<file path="src/rtl/instruction_fetch_unit_pkg.sv">
// Shared definitions for the instruction fetch unit: FSM encoding,
// the halt opcode, the NOP word and the fetch-stage record.
package instruction_fetch_unit_pkg;

  // 2-bit FSM state encoding
  localparam logic [1:0] ST_RUN   = 2'd0;
  localparam logic [1:0] ST_HALT  = 2'd1;
  localparam logic [1:0] ST_FAULT = 2'd2;

  // Opcode (instr[31:26]) that stops fetching
  localparam logic [5:0] HALT_OP_DEFAULT = 6'b111111;

  // Word held in the fetch register after reset
  localparam logic [31:0] NOP_WORD = 32'h0000_0000;

  // Saturation ceiling of the captured-instruction counter
  localparam logic [31:0] FETCH_COUNT_MAX = 32'hFFFF_FFFF;

  // Contents of the fetch stage handed to decode
  typedef struct packed {
    logic [31:0] pc;
    logic [31:0] instr;
    logic [31:0] pc_plus4;
  } fetch_entry_t;

  // Sequential next PC; wraps modulo 2^32
  function automatic logic [31:0] next_seq_pc(input logic [31:0] pc);
    return pc + 32'd4;
  endfunction

  // Saturating increment of the fetch counter
  function automatic logic [31:0] sat_inc(input logic [31:0] cnt);
    return (cnt == FETCH_COUNT_MAX) ? cnt : cnt + 32'd1;
  endfunction

endpackage

</file>
<file path="src/rtl/instruction_fetch_unit_pc_register.sv">
// Program counter flop: load has priority over increment, otherwise hold.
// Reset loads RESET_PC.
module pc_register
  import instruction_fetch_unit_pkg::*;
#(
  parameter logic [31:0] RESET_PC = 32'h0000_0000
) (
  input  logic        clk,
  input  logic        reset,
  input  logic        load_i,
  input  logic [31:0] load_value_i,
  input  logic        inc_i,
  output logic [31:0] pc_o
);

  logic [31:0] pc_q;
  logic [31:0] pc_d;

  // Next-PC selection: redirect load, sequential increment or hold
  always_comb begin
    pc_d = pc_q;
    if (load_i) begin
      pc_d = load_value_i;
    end else if (inc_i) begin
      pc_d = next_seq_pc(pc_q);
    end
  end

  // PC state with synchronous reset
  always_ff @(posedge clk) begin
    if (reset) begin
      pc_q <= RESET_PC;
    end else begin
      pc_q <= pc_d;
    end
  end

  assign pc_o = pc_q;

endmodule

</file>
<file path="src/rtl/instruction_fetch_unit.sv">
// Instruction fetch unit: owns the PC, drives the instruction-memory
// address, registers the returned word for decode and handles stall,
// redirect, halt-opcode detection and address faults.
module instruction_fetch_unit
  import instruction_fetch_unit_pkg::*;
#(
  parameter logic [31:0] RESET_PC   = 32'h0000_0000,
  parameter int unsigned IMEM_BYTES = 256,
  parameter logic [5:0]  HALT_OP    = HALT_OP_DEFAULT
) (
  input  logic        clk,
  input  logic        reset,
  output logic [31:0] readAddress,
  input  logic [31:0] instruction,
  input  logic        stall,
  input  logic        branchValid,
  input  logic [31:0] branchTarget,
  output logic        fetchValid,
  output logic [31:0] fetchPC,
  output logic [31:0] fetchInstruction,
  output logic [31:0] pcPlus4,
  output logic        halted,
  output logic        addrFault,
  output logic [31:0] fetchCount
);

  // Highest legal word address; compared against the full 32-bit PC
  localparam logic [31:0] PC_MAX = IMEM_BYTES - 32'd4;

  localparam fetch_entry_t FETCH_RESET = '{pc: 32'h0, instr: NOP_WORD, pc_plus4: 32'h0};

  logic [1:0]   state_q, state_d;
  fetch_entry_t fetch_q, fetch_d;
  logic         fv_q, fv_d;
  logic [31:0]  cnt_q, cnt_d;

  logic         pc_load;
  logic         pc_inc;
  logic [31:0]  pc;
  logic         pc_legal;
  logic         is_halt_word;

  pc_register #(
    .RESET_PC(RESET_PC)
  ) u_pc (
    .clk         (clk),
    .reset       (reset),
    .load_i      (pc_load),
    .load_value_i(branchTarget),
    .inc_i       (pc_inc),
    .pc_o        (pc)
  );

  assign readAddress  = pc;
  assign pc_legal     = (pc[1:0] == 2'b00) && (pc <= PC_MAX);
  assign is_halt_word = (instruction[31:26] == HALT_OP);

  // Fetch FSM: in RUN the order is redirect, fault check, stall, capture
  always_comb begin
    state_d = state_q;
    fetch_d = fetch_q;
    fv_d    = fv_q;
    cnt_d   = cnt_q;
    pc_load = 1'b0;
    pc_inc  = 1'b0;
    case (state_q)
      ST_RUN: begin
        if (branchValid) begin
          // Redirect wins over stall and leaves one bubble behind it
          pc_load = 1'b1;
          fv_d    = 1'b0;
        end else if (!pc_legal) begin
          state_d = ST_FAULT;
          fv_d    = 1'b0;
        end else if (!stall) begin
          fetch_d = '{pc: pc, instr: instruction, pc_plus4: next_seq_pc(pc)};
          fv_d    = 1'b1;
          cnt_d   = sat_inc(cnt_q);
          if (is_halt_word) begin
            // PC stays on the halt word
            state_d = ST_HALT;
          end else begin
            pc_inc = 1'b1;
          end
        end
      end
      ST_HALT: begin
        if (branchValid) begin
          state_d = ST_RUN;
          pc_load = 1'b1;
          fv_d    = 1'b0;
        end else if (!stall) begin
          // Halt word has been consumed by decode
          fv_d = 1'b0;
        end
      end
      ST_FAULT: begin
        fv_d = 1'b0;
      end
      default: begin
        // Unused encoding: park in the terminal fault state
        state_d = ST_FAULT;
        fv_d    = 1'b0;
      end
    endcase
  end

  // FSM, fetch register and counter state with synchronous reset
  always_ff @(posedge clk) begin
    if (reset) begin
      state_q <= ST_RUN;
      fetch_q <= FETCH_RESET;
      fv_q    <= 1'b0;
      cnt_q   <= 32'h0;
    end else begin
      state_q <= state_d;
      fetch_q <= fetch_d;
      fv_q    <= fv_d;
      cnt_q   <= cnt_d;
    end
  end

  assign fetchValid       = fv_q;
  assign fetchPC          = fetch_q.pc;
  assign fetchInstruction = fetch_q.instr;
  assign pcPlus4          = fetch_q.pc_plus4;
  assign halted           = (state_q == ST_HALT);
  assign addrFault        = (state_q == ST_FAULT);
  assign fetchCount       = cnt_q;

endmodule

</file>
<file path="config.mk">
export PLATFORM = sky130hd
export DESIGN_NAME = instruction_fetch_unit
export DESIGN_NICKNAME = d
export VERILOG_FILES = /design/src/rtl/instruction_fetch_unit_pkg.sv /design/src/rtl/instruction_fetch_unit_pc_register.sv /design/src/rtl/instruction_fetch_unit.sv
export SDC_FILE = /design/constraint.sdc
export NUM_CORES = 1
export LEC_CHECK = 0
export ABC_AREA = 1
export CORE_AREA = 2 2 118 132
export CTS_CLUSTER_SIZE = 25
export DETAILED_ROUTE_END_ITERATION = 7
export DIE_AREA = 0 0 120 134
export PLACE_DENSITY = 0.89
export SYNTH_ARGS = -nofsm -noshare
export SYNTH_HDL_FRONTEND = slang
export SYNTH_SLANG_ARGS = --single-unit
</file>
<file path="constraint.sdc">
create_clock -name clk -period 3.8 [get_ports clk]
set_input_delay 0.76 -clock clk [delete_from_list [all_inputs] [get_ports clk]]
set_output_delay 0.76 -clock clk [all_outputs]
set_load 0.02 [all_outputs]
</file>
; Yosys cells after proc, flatten, opt, wreduce, memory -nomap -nowiden
; Cells that the tools add are included.
[word_totals]
out_inout_bits = 163
register_bits = 163
word_cells = 54
[op_classes]
muxes = 21
reduce_logical = 9
n_lt_le_gt_ge = 1
n_bitwise = 4
eq_ne = 10
n_addsub = 2
[op_table]
columns = op, n
row1 = 2-to-1 mux 32 bit, 2
row2 = "adder 32 x 1 -> 32 bit, second input constant", 1
row3 = "adder 32 x 3 -> 32 bit, second input constant", 1
row4 = "equality test 32 bit, second input constant", 1
row5 = "less-or-equal comparator 32 x 8 -> 1 bit, second input constant", 1
row6 = 2-to-1 mux 1 bit, 12
row7 = 2-to-1 mux 2 bit, 5
row8 = AND reduction 5 bit, 2
row9 = "!= test 3 bit, second input constant", 3
row10 = "equality test 6 bit, second input constant", 1
row11 = one-hot mux 2 bit (3 select lines), 1
row12 = zero test 2 bit, 2
row13 = "!= test 2 bit, second input constant", 2
row14 = "!= test 4 bit, second input constant", 1
row15 = NOT 1 bit, 4
row16 = AND reduction 4 bit, 1
row17 = "equality test 2 x 1 -> 1 bit, second input constant", 1
row18 = "equality test 2 bit, second input constant", 1
row19 = one-hot mux 1 bit (2 select lines), 1
row20 = AND reduction 2 bit, 1
row21 = nonzero test 2 bit, 1
row22 = OR reduction 2 bit, 1
row23 = logical AND 1 bit, 1

; Longest topological paths before layout
[logic_depth]
ltp_word = 8
mapped_depth = 12

; By module
; Synthesis repeated with hierarchy kept, for this count alone.
[hier_totals]
cells_unflattened = 1088
hier_area_um2 = 7633.6
[modules_own_cells]
columns = mod, area_per_inst_um2, n_inst, cells_per_inst, seq_area_each_um2
row1 = instruction_fetch_unit, 5526.6, 1, 757, 2582.5
row2 = pc_register, 2107.0, 1, 331, 640.6

; Least setup slack after synthesis
; No wires, ideal clock.
[synth_path]
kind = register to register
startpoint = register cnt_q[0] (netlist: fetchCount[0])
endpoint = register cnt_q[18] (netlist: fetchCount[18])
synth_period_minus_slack_ns = 1.986
path_slack_ns = 1.814
n_path_buf = 2
required_ns = 3.654
stages_incl_launch_ff = 11
arrival_time_ns = 1.840
cell_sequence = dfxtp_1 ha_1 buf_2 nand2_1 nor2_2 nand3_1 nor2_2 nand3b_4 clkbuf_1 nand3_1 a21oi_1
[synth_via]
elab_chain_cells = 3
[synth_lines]
columns = element, line_no
row1 = start: declaration, instruction_fetch_unit.sv:35  ; logic [31:0] cnt_q, cnt_d;
row2 = start signal: assignment, instruction_fetch_unit.sv:119  ; cnt_q <= cnt_d;
row3 = "parallel branches: the longest is 3 deep, another holds adder 32 x 1 -> 32 bit", n/a
; Parallel ways; which one is timed is not known.
; A chain may end at the register's enable or synchronous reset.

; Worst setup path after layout
[layout_path]
startpoint = register cnt_q[0] (netlist: fetchCount[0])
endpoint = register cnt_q[1] (netlist: fetchCount[1])
; The elaborated chain is that of the path after synthesis.

==> impl_metrics.json <==
{
  "run_status": "finished, final reports clean",
  "maxCapViolations": 0,
  "drc": 0,
  "synth_top_family_by_area": "simple AND/OR/NAND/NOR gates",
  "clkSlewWorstSetupHoldPaths_ps": 60,
  "drt_iter0_drc": 374,
  "worst_setup_path_end_kind": "register",
  "final.setup.worst_slack_ps": 1210,
  "syn-instance-count": 976,
  "nNetsFinal": 1249,
  "number_of_cts_inserted_buffers": 17,
  "yosys.area_share.xor_xnor_pct": 2.39,
  "mappedNetlistNets": 1046,
  "min_path_type": "reg2reg",
  "antenna_found_initial": 0,
  "detailedPlace.worstSlack_ps": 1030,
  "finalHoldViolations": 0,
  "endpoint_with_the_worst_hold_slack": "fetchPC[10]$_SDFFE_PP0P_",
  "internal-power_uw": 2860,
  "tritoncts_clock_tree": "yes",
  "ys.flop_type": "dfxtp_1",
  "grt_setup_unrepaired": "no",
  "floorplan.die_area_mm2": 0.0161,
  "max_slew.worst_pin.slew_ps": 918,
  "grt_max_degree": 85,
  "cp_data_required_time_ps": 4110,
  "final_antenna_net_count": 0,
  "cts-htree-levels": 4,
  "setup.worst_path.start_class": "register",
  "initial_core_util_pct": 47.1,
  "worst_case_reg_to_reg_path_depth": 10,
  "synth_simple_gate_area_share_pct": 30.8,
  "layout_cell_share_with_drive_strength_beyond_1_pct": 5.80,
  "async_reset_ff_share_pct": 0,
  "cts-resized-gates": 0,
  "post_synth_instance_area_mm2": 0.00695,
  "postSynthAreaPerCell_um2": 7.12,
  "critPathKind": "reg2reg",
  "period_minus_slack_ps": 2590,
  "worst_hold_path.num_cells": 2,
  "p_per_area_mw_per_mm2": 378,
  "synth_compound_gate_area_share_pct": 11.6,
  "port_buffers": 230,
  "post_cts_hold_buffer_count": 0,
  "cellLeakagePower_uw": 0.00405,
  "synth.area.mux_share_pct": 0,
  "die_h_um": 134,
  "first_pass_grt_wire_length_um": 32700,
  "num_antenna_cells": 0,
  "area.growth.synth_to_final_pct": 41.7,
  "numClockSinks": 161,
  "remaining_global_route_overflow": 0,
  "timing.max_slew.rel_slack_pct": 38.8,
  "portion_of_the_clock_cycle_consumed_by_the_worst_path_in_the_final_layout_pct": 68.1,
  "cts-root-buf": "clkbuf_16",
  "irDropWorstVdd_mv": 0.295,
  "path_max_fanout": 33,
  "ys_seq_area_share_pct": 46.4,
  "filler_cell_count": 1180,
  "finalHoldWorstSlack_ps": 436,
  "finalSetupViolCount": 0,
  "detail_route.vias_per_cell": 5.08,
  "clk_latency_ps": 420,
  "synth_cell_type_count": 30,
  "synth_seq_cells": 161,
  "power_frac_clock_pct": 44.2,
  "place_hpwl_um": 14400,
  "clock_skew_ps": 8.64,
  "p_sw_share_pct": 23.3,
  "first_global_vias": 6689,
  "via_count": 7041,
  "yosys.area_share.adder_pct": 0.360,
  "share_seq_of_total_power_pct": 47.0,
  "core_area_mm2": 0.0148,
  "die_w_um": 120,
  "place_congestion": 0.936,
  "route.final.wire_length_um": 20300,
  "routed_wire_length_per_instance_um": 14.6,
  "post-route-util_pct": 66.7,
  "cts_buffer_depth": 2,
  "postCtsSetupBuffers": 0,
  "io_pins": 231,
  "synth_edf_count": 0,
  "power.share.combinational_pct": 8.8,
  "maxSlewViolCount": 0,
  "max_freq_ghz": 0.387,
  "total_negative_setup_slacks_ps": 0,
  "r2r_slack_ps": 1210,
  "power.switching_uw": 867,
  "drt_pre_antenna_iters": 5,
  "critPathArrivalTime_ps": 2900,
  "hold_path_startpoint": "fetchPC[10]$_SDFFE_PP0P_",
  "worst_r2r_endpoint": "fetchCount[1]$_SDFFE_PP0P_",
  "placementRows": 47,
  "r2r-start": "fetchCount[0]$_SDFFE_PP0P_",
  "grt_use_total_pct": 25.3,
  "yosysWarnings": 0
}
[worst max-delay path by stage]
stage | startpoint | endpoint | slack [ps]
after floorplan | fetchCount[0]$_SDFFE_PP0P_ | fetchCount[18]$_SDFFE_PP0P_ | 1810
after global routing | fetchCount[0]$_SDFFE_PP0P_ | fetchCount[0]$_SDFFE_PP0P_ | 880
after detailed placement | instruction[29] | u_pc.pc_o[8]$_SDFFE_PP0P_ | 1030
after global placement | instruction[29] | u_pc.pc_o[8]$_SDFFE_PP0P_ | 1070
after CTS | fetchCount[0]$_SDFFE_PP0P_ | fetchCount[1]$_SDFFE_PP0P_ | 1230
final | fetchCount[0]$_SDFFE_PP0P_ | fetchCount[1]$_SDFFE_PP0P_ | 1210
[critical path, cell delays in order, from the launching register on]
cell	delay, ps
dfxtp_1	480
ha_1	340
nand2_1	100
nor2_2	190
nand3_1	110
nor2_2	160
nand3b_4	340
nand2_4	480
inv_1	110
nor2_1	110
nor2_1	50
[registers in the layout (all words and copies together) (netlist names)]
register,flops
fetchCount,32
fetchValid,1
fetchPC,32
state_q,2
u_pc.pc_o,32
pcPlus4,30
fetchInstruction,32
[cells in the final DEF (no fill, tap or decap)]
master and instances:
inv_6 2, nor2_2 3, o21ai_1 6, nand2_2 10, buf_2 1, clkbuf_8 1, o21ai_0 67, nand2_4 1
a21oi_1 30, o211ai_1 23, clkbuf_16 17, nor2_4 1, dfxtp_1 161, xor2_1 14, xnor2_1 5, a21oi_2 10
nand3b_4 1, nor3_1 2, nand3_1 46, clkinv_2 3, bufinv_16 2, ha_1 2, nand3_2 1, buf_4 9
clkdlybuf4s50_1 229, clkbuf_1 3, inv_1 79, nand2_1 199, nor2_1 227, o21bai_1 3, o31ai_1 1, nand4_1 5
clkinvlp_4 2, nand3b_1 19, inv_2 5
[metrics by stage]
| stage | std cells | instance area, um2 | power, uW |
|---|---|---|---|
| floorplan | 976 | 6950 | 1940 |
| global placement | 1356 | 9290 | 2100 |
| detailed placement | 1356 | 9290 | 2110 |
| CTS | 1386 | 9850 | 3750 |
| global route | 1386 | 9850 | 3840 |
| finish | 1386 | 9850 | 3720 |
[final cells by class]
class | count | area [um2] | share of cell area, %
clock buffers | 21 | 450 | 4.57
clock inverters | 9 | 108 | 1.09
inverters | 84 | 315 | 3.20
multi-input cells | 676 | 3140 | 31.9
flip-flops and latches | 161 | 3220 | 32.7
well taps | 196 | 245 | 2.49
repair buffers | 239 | 2360 | 24.0
[cells by family (layout without fill, tap and decap cells)]
kind of cell / count (synthesis) / after routing
compound gates: 140 / 140
xor+xnor: 19 / 19
fa+ha+maj: 2 / 2
buf+inv: 139 / 353
flops: 161 / 161
simple gates: 515 / 515
[routing by layer]
metal	GRT usage, %	part of all wire, %	up-vias
met5	0	0	-
met4	11.9	3.4	0
met3	8.38	7.4	47
met2	43.4	50	260
met1	28.3	39	3262
li1	-	-	3472
[synthesized netlist by cell type, types with 14 or more instances]
| cell | instances | area, um2 |
|---|---|---|
| dfxtp_1 | 161 | 3220 |
| xor2_1 | 14 | 123 |
| nor2_1 | 228 | 856 |
| nand3_1 | 46 | 230 |
| o211ai_1 | 23 | 173 |
| o21ai_0 | 67 | 335 |
| nand2_1 | 199 | 747 |
| nand3b_1 | 19 | 143 |
| clkbuf_1 | 34 | 128 |
| a21oi_1 | 30 | 150 |
| inv_1 | 80 | 300 |
[power groups by stage]
stage	Sequential (uW)	Clock (uW)	Combinational, uW
floorplan	1820	0	123
global placement	1790	0	318
detailed placement	1790	0	325
CTS	1750	1670	327
global route	1750	1730	353
finish	1750	1640	327
Power figures use the tool's default switching activity.
